<file path="src/rtl/passcode_frame_encoder_pkg.sv">
// Shared definitions for the passcode frame encoder.
// FSM encodings and default geometry.
package passcode_frame_encoder_pkg;

  localparam int N_DIGITS_DEF  = 4;
  localparam int DIGIT_W_DEF   = 4;
  localparam int DIGIT_MAX_DEF = 9;

  localparam logic [0:0] ST_COLLECT = 1'b0;
  localparam logic [0:0] ST_HOLD    = 1'b1;

endpackage

</file>
<file path="src/rtl/passcode_frame_encoder_if.sv">
// Digit-in / frame-out handshake bundle for the passcode encoder.
// PASSCODE_CHECKSUM_EN adds the frame_chk signal.
interface passcode_frame_encoder_if
  import passcode_frame_encoder_pkg::*;
#(
  parameter int N_DIGITS = N_DIGITS_DEF,
  parameter int DIGIT_W  = DIGIT_W_DEF
);
  localparam int CODE_W = DIGIT_W + 1;
  localparam int CNT_W  = $clog2(N_DIGITS + 1);

  logic                       in_valid;
  logic                       in_ready;
  logic [DIGIT_W-1:0]         in_digit;
  logic                       frame_valid;
  logic                       frame_ready;
  logic [N_DIGITS*CODE_W-1:0] frame_data;
  logic                       frame_err;
  logic [CNT_W-1:0]           digit_cnt;
`ifdef PASSCODE_CHECKSUM_EN
  logic [CODE_W-1:0]          frame_chk;
`endif

  modport master (
    output in_valid, in_digit, frame_ready,
    input  in_ready, frame_valid, frame_data,
    input  frame_err, digit_cnt
`ifdef PASSCODE_CHECKSUM_EN
    , input frame_chk
`endif
  );

  modport slave (
    input  in_valid, in_digit, frame_ready,
    output in_ready, frame_valid, frame_data,
    output frame_err, digit_cnt
`ifdef PASSCODE_CHECKSUM_EN
    , output frame_chk
`endif
  );

endinterface

</file>
<file path="src/rtl/passcode_frame_encoder_enc.sv">
// Digit to even-parity code, plus out-of-range flag.
module digit_parity_enc
  import passcode_frame_encoder_pkg::*;
#(
  parameter int DIGIT_W   = DIGIT_W_DEF,
  parameter int DIGIT_MAX = DIGIT_MAX_DEF
) (
  input  logic [DIGIT_W-1:0] digit,
  output logic [DIGIT_W:0]   code,
  output logic               bad
);

  assign code = {^digit, digit};
  assign bad  = digit > DIGIT_W'(DIGIT_MAX);

endmodule

</file>
<file path="src/rtl/passcode_frame_encoder.sv">
// Collects N_DIGITS parity-coded digits into one frame.
// PASSCODE_CHECKSUM_EN adds a running code checksum (frame_chk).
module passcode_frame_encoder
  import passcode_frame_encoder_pkg::*;
#(
  parameter int N_DIGITS  = N_DIGITS_DEF,
  parameter int DIGIT_W   = DIGIT_W_DEF,
  parameter int DIGIT_MAX = DIGIT_MAX_DEF
) (
  input logic                      clk,
  input logic                      rst_n,
  input logic                      clear,
  passcode_frame_encoder_if.slave  bus
);

  localparam int CODE_W = DIGIT_W + 1;
  localparam int CNT_W  = $clog2(N_DIGITS + 1);
  localparam int FW     = N_DIGITS * CODE_W;

  logic [0:0]        state;
  logic [CNT_W-1:0]  cnt;
  logic [FW-1:0]     data;
  logic              err;
  logic [CODE_W-1:0] code;
  logic              bad;
`ifdef PASSCODE_CHECKSUM_EN
  logic [CODE_W-1:0] chk;
`endif

  digit_parity_enc #(
    .DIGIT_W   (DIGIT_W),
    .DIGIT_MAX (DIGIT_MAX)
  ) u_enc (
    .digit (bus.in_digit),
    .code  (code),
    .bad   (bad)
  );

  // clear takes the same path as reset so no handshake can slip past it
  always_ff @(posedge clk) begin
    if (!rst_n || clear) begin
      state <= ST_COLLECT;
      cnt   <= '0;
      data  <= '0;
      err   <= 1'b0;
`ifdef PASSCODE_CHECKSUM_EN
      chk   <= '0;
`endif
    end else begin
      unique case (1'b1)
        (state == ST_COLLECT): begin
          if (bus.in_valid) begin
            for (int i = 0; i < N_DIGITS; i++) begin
              if (cnt == CNT_W'(i))
                data[i*CODE_W +: CODE_W] <= code;
            end
            cnt <= cnt + 1'b1;
            err <= err | bad;
`ifdef PASSCODE_CHECKSUM_EN
            chk <= chk + code;
`endif
            if (cnt == CNT_W'(N_DIGITS - 1))
              state <= ST_HOLD;
          end
        end
        (state == ST_HOLD): begin
          if (bus.frame_ready) begin
            state <= ST_COLLECT;
            cnt   <= '0;
            data  <= '0;
            err   <= 1'b0;
`ifdef PASSCODE_CHECKSUM_EN
            chk   <= '0;
`endif
          end
        end
        default: state <= ST_COLLECT;
      endcase
    end
  end

  assign bus.in_ready    = (state == ST_COLLECT);
  assign bus.frame_valid = (state == ST_HOLD);
  assign bus.frame_data  = data;
  assign bus.frame_err   = err;
  assign bus.digit_cnt   = cnt;
`ifdef PASSCODE_CHECKSUM_EN
  assign bus.frame_chk   = chk;
`endif

endmodule

</file>
<file path="src/flat_wrapper.sv">
// flat-port wrapper written by rule: the top's interface ports become plain ports
module passcode_frame_encoder_flat import passcode_frame_encoder_pkg::*;
#(
  parameter int N_DIGITS  = N_DIGITS_DEF,
  parameter int DIGIT_W   = DIGIT_W_DEF,
  parameter int DIGIT_MAX = DIGIT_MAX_DEF
)
  (clk, rst_n, clear, bus_in_valid, bus_in_digit, bus_frame_ready, bus_in_ready, bus_frame_valid, bus_frame_data, bus_frame_err, bus_digit_cnt);
  passcode_frame_encoder_if #(.N_DIGITS(N_DIGITS), .DIGIT_W(DIGIT_W)) bus_i ();
  input logic clk;
  input logic rst_n;
  input logic clear;
  input wire logic [$bits(bus_i.in_valid)-1:0] bus_in_valid;
  input wire logic [$bits(bus_i.in_digit)-1:0] bus_in_digit;
  input wire logic [$bits(bus_i.frame_ready)-1:0] bus_frame_ready;
  output wire logic [$bits(bus_i.in_ready)-1:0] bus_in_ready;
  output wire logic [$bits(bus_i.frame_valid)-1:0] bus_frame_valid;
  output wire logic [$bits(bus_i.frame_data)-1:0] bus_frame_data;
  output wire logic [$bits(bus_i.frame_err)-1:0] bus_frame_err;
  output wire logic [$bits(bus_i.digit_cnt)-1:0] bus_digit_cnt;
  assign bus_i.in_valid = bus_in_valid;
  assign bus_i.in_digit = bus_in_digit;
  assign bus_i.frame_ready = bus_frame_ready;
  assign bus_in_ready = bus_i.in_ready;
  assign bus_frame_valid = bus_i.frame_valid;
  assign bus_frame_data = bus_i.frame_data;
  assign bus_frame_err = bus_i.frame_err;
  assign bus_digit_cnt = bus_i.digit_cnt;
  passcode_frame_encoder #(.N_DIGITS(N_DIGITS), .DIGIT_W(DIGIT_W), .DIGIT_MAX(DIGIT_MAX)) u_core (.clk(clk), .rst_n(rst_n), .clear(clear), .bus(bus_i));
endmodule
</file>
<file path="config.mk">
export PLATFORM = sky130hd
export DESIGN_NAME = passcode_frame_encoder_flat
export DESIGN_NICKNAME = d
export VERILOG_FILES = /design/src/rtl/passcode_frame_encoder_pkg.sv /design/src/rtl/passcode_frame_encoder_if.sv /design/src/rtl/passcode_frame_encoder_enc.sv /design/src/rtl/passcode_frame_encoder.sv /design/src/flat_wrapper.sv
export SDC_FILE = /design/constraint.sdc
export NUM_CORES = 1
export LEC_CHECK = 0
export CAP_MARGIN = 20
export CORE_MARGIN = 4
export CORE_UTILIZATION = 52
export CTS_BUF_LIST = sky130_fd_sc_hd__clkbuf_8
export DETAILED_ROUTE_END_ITERATION = 10
export GPL_ROUTABILITY_DRIVEN = 0
export PLACE_DENSITY = 0.86
export SETUP_SLACK_MARGIN = 0.4
export SKIP_CTS_REPAIR_TIMING = 1
export SYNTH_ARGS = -nofsm -noshare
export SYNTH_HDL_FRONTEND = slang
export SYNTH_SLANG_ARGS = --single-unit
</file>
<file path="constraint.sdc">
create_clock -name clk -period 3.2 [get_ports clk]
set_clock_uncertainty 0.15 [all_clocks]
set_input_delay 0.64 -clock clk [delete_from_list [all_inputs] [get_ports clk]]
set_output_delay 0.64 -clock clk [all_outputs]
set_load 0.03 [all_outputs]
</file>
# Word-level counts from Yosys, hierarchy flattened
# Cells that the tools add are included.
# word_totals
register_bits,25
inputBits,9
output_inout_bits,26
wordCells,46
# op_classes
addsub,1
order_cmp,1
eq_ne,9
n_mux,17
n_bitwise,2
n_reduce_logical,9
# ops
operator,n
$mux W20,2
$pmux W20 S2,1
$mux W5,4
$reduce_and A3 Y1,4
$ne A2 B1 Y1 const B,4
$eq A3 B2 Y1 const B,2
$mux W3,2
$pmux W3 S2,1
$mux W1,5
$gt A4 B4 Y1 const B,1
$ne A2 B2 Y1 const B,2
$pmux W1 S2,2
$reduce_xor A4 Y1,1
$add A3 B1 Y3 const B,1
$eq A3 B1 Y1 const B,1
$logic_not A3 Y1,1
$reduce_and A2 Y1,1
$logic_not A1 Y1,1
$logic_or A1 B1 Y1,1
$not A1 Y1,1
$or A1 B1 Y1,1

# Depth between registers and ports, before layout
# logic_depth
depth_word,4
mapped_depth,5
ltp_nobuf,5

# Cells and area by module
# Synthesis repeated with hierarchy kept, for this count alone.
# unflattened
hier_cells,138
hier_area_um2,1172.4
# modules_own_cells
mod,n_inst,cells_each,area_each_um2
passcode_frame_encoder,1,124,1057.3
digit_parity_enc,1,14,115.1

# Worst setup path before layout
# No wires, ideal clock.
# synth_path
path_type,input-to-reg
start,input bus_in_digit[2]
end,register u_core.data[19] (netlist: u_core.bus.frame_data[19])
setup_ns,0.069
arrival_time_ns,1.557
slack_ns,1.424
path_stages,5
n_path_buf,0
path_cell_list,inv_1 > ha_1 > xor2_1 > or3_1 > o21ai_1
# synth_between
elab_chain_cells,4
# synth_lines
item,line_no,text
"start, declared",flat_wrapper.sv:14,input wire logic [$bits(bus_i.in_digit)-1:0] bus_in_digit;
$reduce_xor A4 Y1,passcode_frame_encoder_enc.sv:13,"assign code = {^digit, digit};"
$mux W5,passcode_frame_encoder.sv:54,if (cnt == CNT_W'(i))
$mux W20,passcode_frame_encoder.sv:52,if (bus.in_valid) begin
$pmux W20 S2,passcode_frame_encoder.sv:50,unique case (1'b1)
"end signal, assigned by index",passcode_frame_encoder.sv:55,data[i*CODE_W +: CODE_W] <= code;
"end, declared",passcode_frame_encoder.sv:22,logic [FW-1:0] data;
# Every way passes these cells. The select of a mux whose other input is x is not followed.
# A chain may end at the register's enable or synchronous reset.

# Final worst setup path
# layout_path
start,register u_core.state (netlist: u_core.bus.frame_valid)
end,output bus_frame_valid
# layout_lines
item,line_no,text
"start, declared",passcode_frame_encoder.sv:20,logic [0:0] state;
"start signal, assigned",passcode_frame_encoder.sv:42,state <= ST_COLLECT;
"start signal, assigned",passcode_frame_encoder.sv:63,state <= ST_HOLD;
"start signal, assigned",passcode_frame_encoder.sv:68,state <= ST_COLLECT;
"end, declared",flat_wrapper.sv:17,output wire logic [$bits(bus_i.frame_valid)-1:0] bus_frame_valid;
# No word-level cell between the ends.

==> results.md <==
Worst setup path:
- In this run the number of cells on the critical path is 1.
- The length in cells of the worst reg-to-reg path is 3.
- The worst flop-to-flop path endpoint is u_core.bus.frame_data[14].
- By startpoint and endpoint, the worst setup path is classified as reg2out.
- For this run, the slowest stage of the critical path takes 0.77 ns.
- The critical path capture point type is a primary output.
- The worst setup path startpoint is u_core.bus.frame_valid.
- The cell family contributing the most delay on the critical path is buffers and inverters.
- The startpoint type of the worst setup path is a register.
- The signal on the critical path passes through clkdlybuf4s50_1.
- Data arrives at the worst endpoint at 1.70 ns.
- The slack of the worst reg-to-reg path is 1.23 ns.
- The worst endpoint required time is 2.41 ns.
- The cell at the slowest stage of the critical path is sky130_fd_sc_hd__clkdlybuf4s50_1.
- Counting both buffers and inverters, the worst setup path holds a total of 1.
- Following the worst setup path forward leads to its endpoint at bus_frame_valid.
- The critical-path maximum fanout is 17.
- The worst register-to-register path begins at u_core.bus.frame_valid.

Detailed routing:
- The via count normalized by instance count is 5.61.
- Dividing the detail-routed wire length by the instance count gives 15.2 um.
- After the first detailed-routing iteration, the DRC count stood at 32.
- The count of nets left with antenna violations once routing finished came out at 0.
- Summed over all layers, the routed wires come to 2.94 mm.
- The post-route DRC violation count is 0.
- The detailed router placed 1082 vias in this run.
- The total iterations of the first detailed-routing run is 4.

CTS:
- CTS built an H-tree with a depth of 1.
- CTS placed an instance of sky130_fd_sc_hd__clkbuf_8 at the clock tree root.
- The clock input transition at the sequential cells of the worst setup and hold paths is 0.08 ns.
- The maximum buffer depth of the clock tree is 2.
- The clock reaches the later pin of the worst-skew pair after 0.26 ns.
- In this run, CTS created clock tree buffers numbering 3.
- The tree built by TritonCTS fans out to 25 sinks.
- TritonCTS built the clock tree.

Global routing:
- In the global route stage, overall resource usage came out at 19.0%.
- Entering global routing, the biggest net connects 25 pins.
- The via count of the first global-routing pass is 1062.
- The first global-routing pass estimated 4.84 mm of wire.
- Summed over all layers, the global routing overflow is 0.
- The initial antenna violation count was 0.

Run:
- Max-cap violations in this run came to 0.

Power and ir drop:
- The analysis attributes to cell leakage a power of 0.561 nW.
- The power share of the sequential group is 55.9%.
- The clock network burns 31.8% of the power.
- The power dissipated by switching net loads is 0.138 mW.
- For this design the ratio of total power to cell area is 354 nW/um^2.
- The worst-case IR drop observed on VDD is 235 uV.
- The power after layout is 0.568 mW.
- The internal power of the cells totals 0.430 mW.
- Combinational logic is responsible for 12.3% of the overall power.
- Net switching is 24.3% of the power.

Timing:
- For the finished layout, the period the worst path requires is 2.49 ns.
- Static timing analysis puts the maximum clock frequency at 402 MHz.
- The setup TNS is 0 ns.
- Setup repair after global routing left no endpoint under its margin.
- The max-slew headroom at the worst pin is 47.2%.
- The count of final hold-check violations is 0.
- Setup violations remaining at the end of the flow were counted as 0.
- At the pin with the least slew margin, the transition time is 0.791 ns.
- After layout, the worst path uses 77.7% of the clock period.
- The number of slew-limit violations in the final report was 0.

Synthesis:
- The number of nets handed over by synthesis was 150.
- Sequential elements use 41.2% of the synthesized area.
- The Yosys warning count is 0.
- The synthesized area is 1210 sq um.
- After synthesis, the share of flip-flops with an asynchronous set or reset is 0%.
- The post-synthesis instance total is 132.
- The mean instance size in the synthesized netlist is 9.19 sq um.
- The number of different library cells used by synthesis comes to 29.
- The flip-flop and latch count after synthesis is 25.
- The dominant synthesized flop cell is sky130_fd_sc_hd__dfxtp_1.
- The synthesized design contains 0 enable-type register cells.

Placement:
- The number of buffers added on ports is 34.
- The HPWL after detailed placement is 2.17 mm.

Floorplan:
- Row generation in the floorplan step produced 17 rows.
- The die extent in x is 56.3 um.
- From bottom edge to top edge, the die measures 56.3 um.
- The full die area is 3170 sq um.
- The area of the core region is 2210 sq um.
- The number of top-level design ports is 35.
- The starting density of the core is 54.9%.

Finish:
- The commonest non-fill, non-tap cell in the layout is sky130_fd_sc_hd__clkdlybuf4s50_1.
- 0 antenna diodes ended up in the layout.
- Relative to the synthesized area, the layout overhead comes to 32.3%.
- The top cell types in the final layout, fill and taps aside, are sky130_fd_sc_hd__clkdlybuf4s50_1, sky130_fd_sc_hd__dfxtp_1, sky130_fd_sc_hd__nand3_1.
- The post-route netlist has 7.88% of its cells at a drive strength greater than 1.
- The number of nets in the layout is 184.

Worst hold path:
- The number of cells on the worst hold path is 2.
- The min-delay analysis places its worst path in the category reg2reg.

Outcome:
- The flow ran to the end, and the final reports show no timing, DRC or antenna violations.
## metrics by stage
step / area [sq um] / instances / setup WS, ns / hold WS (ns) / utilization [%]
detailed placement: 1560 / 189 / 0.695 / 0.310 / 70.5
finish: 1610 / 193 / 0.715 / 0.317 / 72.6
CTS: 1610 / 193 / 0.726 / 0.322 / 72.6
global placement: 1560 / 189 / 0.759 / 0.300 / 70.5
floorplan: 1210 / 132 / 1.42 / 0.439 / -
global route: 1610 / 193 / 0.682 / 0.341 / 72.6
## Yosys cell counts (2+ instances only)
cell type	instances	area share [%]
sky130_fd_sc_hd__buf_2	2	0.82
sky130_fd_sc_hd__clkbuf_1	2	0.62
sky130_fd_sc_hd__inv_1	8	2.5
sky130_fd_sc_hd__nand2_1	15	4.6
sky130_fd_sc_hd__ha_1	9	9.3
sky130_fd_sc_hd__and4bb_2	3	3.1
sky130_fd_sc_hd__dfxtp_1	25	41
sky130_fd_sc_hd__nand4_1	4	2.1
sky130_fd_sc_hd__nand3_1	22	9.1
sky130_fd_sc_hd__nand4bb_4	2	4.5
sky130_fd_sc_hd__a21oi_1	19	7.8
sky130_fd_sc_hd__nand2b_1	3	1.5
sky130_fd_sc_hd__o21ai_1	2	0.82
## kinds of logic after synthesis
| family | Yosys count | synth area share (%) |
|---|---|---|
| AOI/OAI and AO/OA | 26 | 12.8 |
| xor gates and xnor gates | 1 | 0.722 |
| adders and majority gates | 9 | 9.28 |
| buffers and inverters | 14 | 5.46 |
| DFF | 25 | 41.2 |
| and+or+nand+nor | 57 | 30.5 |
## flip-flops by register name (all words and copies together), names as in the netlist
name,flops
u_core.bus.digit_cnt,3
u_core.bus.frame_valid,1
u_core.bus.frame_err,1
u_core.bus.frame_data,20
## area by class of cell
class | instances | area [sq um]
flip-flops and latches | 25 | 500
multi-input cells | 93 | 647
fillers | 173 | 607
clock buffers | 3 | 41.3
inverters | 8 | 30.0
repair buffers | 35 | 348
well taps | 28 | 35.0
clock inverters | 1 | 3.75
## layer usage
layer	up-vias	global-route usage [%]	wire (um)
met2	41	32.2	1450
li1	533	-	-
met5	-	0	0
met3	6	4.60	177
met1	502	24.2	1270
met4	0	4.41	43
## power by group through the flow
stage	logic [mW]	registers, mW	clock network, mW
after detailed placement	0.0694	0.325	0
final	0.0697	0.318	0.181
after global placement	0.0671	0.325	0
after global routing	0.0755	0.318	0.197
after CTS	0.0699	0.318	0.182
after floorplan	0.0321	0.333	0
## how the worst min path moves through the flow
stage | startpoint | to | slack [ns]
detailed placement | u_core.bus.frame_data[2] | u_core.bus.frame_data[2] | 0.31
global route | u_core.bus.frame_data[2] | u_core.bus.frame_data[2] | 0.34
CTS | u_core.bus.frame_data[2] | u_core.bus.frame_data[2] | 0.32
global placement | u_core.bus.frame_data[4] | u_core.bus.frame_data[4] | 0.30
floorplan | u_core.bus.frame_data[19] | u_core.bus.frame_data[19] | 0.44
finish | u_core.bus.frame_data[2] | u_core.bus.frame_data[2] | 0.32
(Power assumes the default switching activity.)
